### config.mk
export PLATFORM = sky130hd
export DESIGN_NAME = pipelined_adder_nbit
export DESIGN_NICKNAME = d
export VERILOG_FILES = /design/src/rtl/adder_pkg.sv /design/src/rtl/adder_stage.sv /design/src/rtl/pipelined_adder_nbit.sv
export SDC_FILE = /design/constraint.sdc
export NUM_CORES = 1
export LEC_CHECK = 0
export CAP_MARGIN = 20
export CORE_MARGIN = 4
export CORE_UTILIZATION = 55
export CTS_CLUSTER_DIAMETER = 80
export DETAILED_ROUTE_END_ITERATION = 10
export PLACE_DENSITY = 0.79
export SLEW_MARGIN = 20
export SYNTH_ARGS = -nofsm -noshare
export SYNTH_HDL_FRONTEND = slang
export SYNTH_SLANG_ARGS = --single-unit
### constraint.sdc
create_clock -name clk -period 6.8 [get_ports clk]
set_input_delay 0.68 -clock clk [delete_from_list [all_inputs] [get_ports clk]]
set_output_delay 0.68 -clock clk [all_outputs]
set_load 0.005 [all_outputs]
### src/rtl/adder_pkg.sv
// ---------------------------------------------------------------------------
// adder_pkg
//   Shared types and helpers for the pipelined N-bit adder.
//   - stage_ctl_t : per-stage control bundle (valid, ripple carry, saturate
//                   request) that travels down the pipe with each result.
//   - num_stages  : pipeline depth for a given operand and chunk width.
// Optional feature macro used by the adder files: ADDER_SAT_EN.
// ---------------------------------------------------------------------------
package adder_pkg;

    typedef struct packed {
        logic valid;     // this stage holds a live result
        logic carry;     // carry out of the chunk added in this stage
        logic saturate;  // clamp request sampled with the operands
    } stage_ctl_t;

    function automatic int num_stages(input int num_bits, input int stage_bits);
        return num_bits / stage_bits;
    endfunction

endpackage

### src/rtl/adder_stage.sv
// ---------------------------------------------------------------------------
// adder_stage
//   One registered STAGE_BITS-wide chunk add of the pipelined adder.
//   The incoming carry comes from the previous stage's registered control.
//   All registers move only when en (global advance) is high.
// Ports
//   clk    in   1           system clock, rising edge
//   rst    in   1           asynchronous reset, active-high
//   en     in   1           pipeline advance
//   ctl_i  in   stage_ctl_t valid/carry-in/saturate from the previous stage
//   a_i    in   STAGE_BITS  operand A chunk
//   b_i    in   STAGE_BITS  operand B chunk
//   ctl_o  out  stage_ctl_t registered valid/carry-out/saturate
//   sum_o  out  STAGE_BITS  registered chunk sum
//   ovf_o  out  1           registered signed-overflow of this chunk's MSB
// ---------------------------------------------------------------------------
module adder_stage
    import adder_pkg::*;
#(
    parameter int STAGE_BITS = 4
) (
    input  logic                  clk,
    input  logic                  rst,
    input  logic                  en,
    input  stage_ctl_t            ctl_i,
    input  logic [STAGE_BITS-1:0] a_i,
    input  logic [STAGE_BITS-1:0] b_i,
    output stage_ctl_t            ctl_o,
    output logic [STAGE_BITS-1:0] sum_o,
    output logic                  ovf_o
);

    stage_ctl_t            ctl_q, ctl_d;
    logic [STAGE_BITS-1:0] sum_q, sum_d;
    logic                  ovf_q, ovf_d;
    logic [STAGE_BITS:0]   chunk_full;
    logic                  msb_carry_in;

    always_comb begin
        chunk_full = {1'b0, a_i} + {1'b0, b_i} + {{STAGE_BITS{1'b0}}, ctl_i.carry};
        // Carry into the chunk MSB recovered from the MSB sum bit.
        msb_carry_in = a_i[STAGE_BITS-1] ^ b_i[STAGE_BITS-1] ^ chunk_full[STAGE_BITS-1];
        ctl_d = ctl_q;
        sum_d = sum_q;
        ovf_d = ovf_q;
        if (en) begin
            ctl_d.valid    = ctl_i.valid;
            ctl_d.carry    = chunk_full[STAGE_BITS];
            ctl_d.saturate = ctl_i.saturate;
            sum_d          = chunk_full[STAGE_BITS-1:0];
            ovf_d          = chunk_full[STAGE_BITS] ^ msb_carry_in;
        end
    end

    always_ff @(posedge clk or posedge rst) begin
        if (rst) begin
            ctl_q <= '0;
            sum_q <= '0;
            ovf_q <= 1'b0;
        end else begin
            ctl_q <= ctl_d;
            sum_q <= sum_d;
            ovf_q <= ovf_d;
        end
    end

    assign ctl_o = ctl_q;
    assign sum_o = sum_q;
    assign ovf_o = ovf_q;

endmodule

### src/rtl/pipelined_adder_nbit.sv
// ---------------------------------------------------------------------------
// pipelined_adder_nbit
//   Pipelined N-bit adder: the carry ripples across STAGE_BITS-wide chunks,
//   one chunk per clock, latency NUM_BITS/STAGE_BITS cycles, one add per cycle.
//   Ready/valid on both sides with a global stall (no stage moves while the
//   output is valid and not accepted).
// Ports
//   clk        in   1         system clock, rising edge
//   rst        in   1         asynchronous reset, active-high
//   in_valid   in   1         a, b, carry_in valid
//   in_ready   out  1         operands accepted this cycle
//   a, b       in   NUM_BITS  operands
//   carry_in   in   1         carry into bit 0
//   saturate   in   1         (ADDER_SAT_EN only) clamp sum to all ones on carry out
//   out_valid  out  1         result valid
//   out_ready  in   1         sink accepts the result
//   sum        out  NUM_BITS  (a+b+carry_in) mod 2^NUM_BITS (or all ones if clamped)
//   carry_out  out  1         unsigned carry out of the MSB
//   overflow   out  1         two's-complement overflow
// Optional feature macro: ADDER_SAT_EN (adds the saturate port).
// ---------------------------------------------------------------------------
module pipelined_adder_nbit
    import adder_pkg::*;
#(
    parameter int NUM_BITS   = 16,
    parameter int STAGE_BITS = 4
) (
    input  logic                clk,
    input  logic                rst,
    input  logic                in_valid,
    output logic                in_ready,
    input  logic [NUM_BITS-1:0] a,
    input  logic [NUM_BITS-1:0] b,
    input  logic                carry_in,
`ifdef ADDER_SAT_EN
    input  logic                saturate,
`endif
    output logic                out_valid,
    input  logic                out_ready,
    output logic [NUM_BITS-1:0] sum,
    output logic                carry_out,
    output logic                overflow
);

    localparam int NUM_STAGES = num_stages(NUM_BITS, STAGE_BITS);

    if (NUM_BITS % STAGE_BITS != 0) begin : g_bad_width
        $error("pipelined_adder_nbit: NUM_BITS must be a multiple of STAGE_BITS");
    end

    logic advance;
    logic sat_in;

`ifdef ADDER_SAT_EN
    assign sat_in = saturate;
`else
    assign sat_in = 1'b0;
`endif

    stage_ctl_t            ctl_in    [NUM_STAGES];
    stage_ctl_t            ctl_out   [NUM_STAGES];
    logic [STAGE_BITS-1:0] a_chunk   [NUM_STAGES];
    logic [STAGE_BITS-1:0] b_chunk   [NUM_STAGES];
    logic [STAGE_BITS-1:0] sum_chunk [NUM_STAGES];
    logic                  ovf_chunk [NUM_STAGES];

    // Operand skew: stage k carries the operands so stage k+1 can pick its
    // chunk. Sum skew: stage k carries the finished chunks 0..k-1.
    logic [NUM_BITS-1:0] a_skew_q [NUM_STAGES];
    logic [NUM_BITS-1:0] a_skew_d [NUM_STAGES];
    logic [NUM_BITS-1:0] b_skew_q [NUM_STAGES];
    logic [NUM_BITS-1:0] b_skew_d [NUM_STAGES];
    logic [NUM_BITS-1:0] sum_lo_q [NUM_STAGES];
    logic [NUM_BITS-1:0] sum_lo_d [NUM_STAGES];

    logic [NUM_BITS-1:0] raw_sum;

    assign out_valid = ctl_out[NUM_STAGES-1].valid;
    assign advance   = !out_valid || out_ready;
    assign in_ready  = advance;

    always_comb begin
        // Stage 0 is fed straight from the ports. Its valid bit may latch
        // in_valid directly: stage 0 only loads when in_ready is high.
        ctl_in[0].valid    = in_valid;
        ctl_in[0].carry    = carry_in;
        ctl_in[0].saturate = sat_in;
        a_chunk[0]         = a[STAGE_BITS-1:0];
        b_chunk[0]         = b[STAGE_BITS-1:0];
        a_skew_d[0]        = advance ? a : a_skew_q[0];
        b_skew_d[0]        = advance ? b : b_skew_q[0];
        sum_lo_d[0]        = '0;
        for (int k = 1; k < NUM_STAGES; k++) begin
            ctl_in[k]  = ctl_out[k-1];
            a_chunk[k] = a_skew_q[k-1][k*STAGE_BITS +: STAGE_BITS];
            b_chunk[k] = b_skew_q[k-1][k*STAGE_BITS +: STAGE_BITS];
            a_skew_d[k] = advance ? a_skew_q[k-1] : a_skew_q[k];
            b_skew_d[k] = advance ? b_skew_q[k-1] : b_skew_q[k];
            sum_lo_d[k] = sum_lo_q[k-1];
            sum_lo_d[k][(k-1)*STAGE_BITS +: STAGE_BITS] = sum_chunk[k-1];
            if (!advance) begin
                sum_lo_d[k] = sum_lo_q[k];
            end
        end
    end

    always_ff @(posedge clk or posedge rst) begin
        if (rst) begin
            for (int k = 0; k < NUM_STAGES; k++) begin
                a_skew_q[k] <= '0;
                b_skew_q[k] <= '0;
                sum_lo_q[k] <= '0;
            end
        end else begin
            for (int k = 0; k < NUM_STAGES; k++) begin
                a_skew_q[k] <= a_skew_d[k];
                b_skew_q[k] <= b_skew_d[k];
                sum_lo_q[k] <= sum_lo_d[k];
            end
        end
    end

    for (genvar gi = 0; gi < NUM_STAGES; gi++) begin : g_stage
        adder_stage #(
            .STAGE_BITS (STAGE_BITS)
        ) u_stage (
            .clk   (clk),
            .rst   (rst),
            .en    (advance),
            .ctl_i (ctl_in[gi]),
            .a_i   (a_chunk[gi]),
            .b_i   (b_chunk[gi]),
            .ctl_o (ctl_out[gi]),
            .sum_o (sum_chunk[gi]),
            .ovf_o (ovf_chunk[gi])
        );
    end

    always_comb begin
        raw_sum = sum_lo_q[NUM_STAGES-1];
        raw_sum[(NUM_STAGES-1)*STAGE_BITS +: STAGE_BITS] = sum_chunk[NUM_STAGES-1];
        carry_out = ctl_out[NUM_STAGES-1].carry;
        overflow  = ovf_chunk[NUM_STAGES-1];
        // Clamping only touches the sum; the flags always report the raw add.
        if (ctl_out[NUM_STAGES-1].saturate && ctl_out[NUM_STAGES-1].carry) begin
            sum = '1;
        end else begin
            sum = raw_sum;
        end
    end

endmodule

==> results.cfg <==
[status]
outcome = finished clean

[floorplan]
ios = 57
die_w_microns = 96.25
core_area_sq_um = 7408
num_rows = 31
die_h_microns = 96.25
start_util_pct = 57.81
dieArea_sq_um = 9263

[cts]
htree_levels = 3
cts_buffers = 9
clockBufferDepth = 2
cts_setup_buffers = 0
clk_latency_ns = 0.36
cts_tree = built
ctsResizeCount = 0
path_clk_slew_ns = 0.09
clkSinkCount = 97
clockRootBuffer = clkbuf_8
ctsHoldBuffers = 0

[sta]
relSlewSlack_pct = 39.19
holdWs_ns = 0.4722
layout_min_cycle_time_ns = 3.791
finalHoldViolCount = 0
setup_viol_count_final = 0
rsz0062_at_grt = no
tightest_slew_ns = 0.9121
maxSlewViolCount = 0
max_freq_mhz = 263.8
skew_ns = 0.01047
setup-tns-final_ns = 0
fin_crit_sh_pct = 55.76

[logic_synthesis]
syn_area_sq_um = 4283
yosysSeqAreaShare_pct = 56.68
syn_area_per_cell_sq_um = 9.331
ys_types = 22
yosys_warnings = 0
syn_inst = 459
syn-num-nets = 516
ys_ff_latch = 97

[setup_path]
arrival_ns = 3.11
crit_type = in -> out
r2r_slack_ns = 4.59
critPathMaxFanout = 100
critPathRequiredTime_ns = 6.12
setup.worst_path.end_class = output pin
startpoint_type = input pin

[placement]
dp_cells = 583
portBuffers = 56
place_congestion = 0.7534
hpwl_mm = 4.744

[power_and_ir_drop]
p_sw_share_pct = 34.52
power_frac_clock_pct = 19.1
p_per_area_nw_per_um2 = 435.9
p_switching_w = 0.0007466
vdd_drop_max_v = 0.0001444
sequentialPowerShare_pct = 44.9
leakagePower_nw = 2.560
p_comb_share_pct = 35.9
p_int_w = 0.001416

[layout]
drive_gt1_share_pct = 4.800
fillers = 584
final_nets = 552
area_growth_pct = 15.83
diodes = 0
final_cells = 599

[drt]
met3_length_microns = 291
ant_nets = 0
route.top_layer_used = met4
viasPerCell = 4.876
drt_wl_total_mm = 7.184
drt_iter0_markers = 181
vias = 2921
drcViolationCount = 0
wl_per_cell_microns = 11.99
drt-met1-wl_mm = 3.134
wl_met2_mm = 3.605
dr.pass1.iters = 4

[global_route]
grt_max_degree = 101
grt_pass1_wl_mm = 12.49
antenna_found_initial = 0
first_global_vias = 2906
grt_remaining_overflow = 0
track_usage_pct = 17.59

[hold_path]
hold_class = reg -> reg

[run]
max_cap_violations = 0
==> synthesized netlist by cell type, drive strengths merged <==
library cell / n / area (sq um)
xnor2: 3 / 26.28
a21o: 6 / 45.04
inv: 9 / 36.29
xor2: 5 / 43.79
nand2b: 1 / 6.260
o21ai: 12 / 63.81
nand2: 246 / 923.4
dfrtp: 97 / 2427
a21oi: 14 / 85.09
nor2: 10 / 37.54
buf: 33 / 251.5
ha: 12 / 150.1
fa: 8 / 160.2
nor2b: 3 / 26.27
==> final cells by class <==
cell class,count,area (sq um),share of cell area [%]
flip-flops and latches,97,2427,48.93
multi-input cells,320,1568,31.60
repair buffers,58,575.6,11.60
clock buffers,10,137.6,2.774
well taps,99,123.9,2.497
clock inverters,6,90.09,1.816
inverters,9,38.79,0.7818
==> through the flow <==
| step | power (W) | utilization, % | worst slack [ns] | cell area, sq um |
|---|---|---|---|---|
| finish | 0.002163 | 66.97 | 3.009 | 4961 |
| CTS | 0.002191 | 66.97 | 2.982 | 4961 |
| detailed placement | 0.001770 | 63.89 | 2.984 | 4733 |
| global route | 0.002356 | 66.97 | 2.803 | 4961 |
| floorplan | 0.001570 | - | 3.586 | 4283 |
| global placement | 0.001714 | 63.89 | 3.006 | 4733 |
==> worst max-delay path, stage by stage <==
cell and delay (ns):
clkdlybuf4s50_1 0.44, nor2b_4 0.11, buf_4 0.68, inv_4 0.54
clkdlybuf4s50_1 0.60
==> logic make-up after synthesis <==
logic type / after synthesis / synth area share (%)
and+or+nand+nor: 260 / 23.20
DFF: 97 / 56.68
buffers and inverters: 42 / 6.720
adders and majority gates: 20 / 7.245
xor gates and xnor gates: 8 / 1.636
AOI/OAI and AO/OA: 32 / 4.528
==> sequential cells by signal, summed over array words and instances, names as in the netlist <==
name,cells
sum_lo_q,12
a_skew_q,12
g_stage.u_stage.sum_o,16
a_chunk,12
b_skew_q,12
g_stage.u_stage.ctl_o,8
b_chunk,12
raw_sum,12
g_stage.u_stage.ovf_o,1
==> cell usage in the layout (no fill, tap or decap), types with 3 or more instances in the layout <==
cell type,netlist,routed
a21o_1,6,6
ha_1,12,12
inv_1,8,7
fa_1,8,8
o21ai_0,7,7
o21ai_1,4,4
clkdlybuf4s50_1,0,56
dfrtp_1,97,97
nand2_1,246,246
nor2_1,10,10
clkbuf_8,0,10
xor2_1,5,5
xnor2_1,3,3
a21oi_1,12,12
==> worst paths after layout <==
path,from,end,cells past startpoint
worst max-delay path,out_ready,in_ready,5
worst min-delay path,a_skew_q[45]$_DFFE_PP0P_,a_skew_q[45]$_DFFE_PP0P_,2
worst max register to register,g_stage[3].u_stage.ctl_o[2]$_DFFE_PP0P_,a_chunk[9]$_DFFE_PP0P_,5
worst min register to register,a_skew_q[45]$_DFFE_PP0P_,a_skew_q[45]$_DFFE_PP0P_,2
max in group asynchronous,rst,b_chunk[11]$_DFFE_PP0P_,3
min in group asynchronous,rst,g_stage[3].u_stage.ctl_o[2]$_DFFE_PP0P_,2
==> power groups by stage <==
stage / logic (W) / clock network, W / registers, W
detailed placement: 0.000784 / 0 / 0.000986
global route: 0.000899 / 0.000452 / 0.00100
CTS: 0.000793 / 0.000423 / 0.000976
global placement: 0.000744 / 0 / 0.000970
floorplan: 0.000620 / 0 / 0.000950
finish: 0.000777 / 0.000414 / 0.000972
==> metal layers <==
layer | up-vias | track usage (%)
met4 | 0 | 8.649
met5 | - | 0
li1 | 1470 | -
met3 | 11 | 3.987
met2 | 55 | 29.56
met1 | 1385 | 21.29
(Power assumes the default switching activity.)
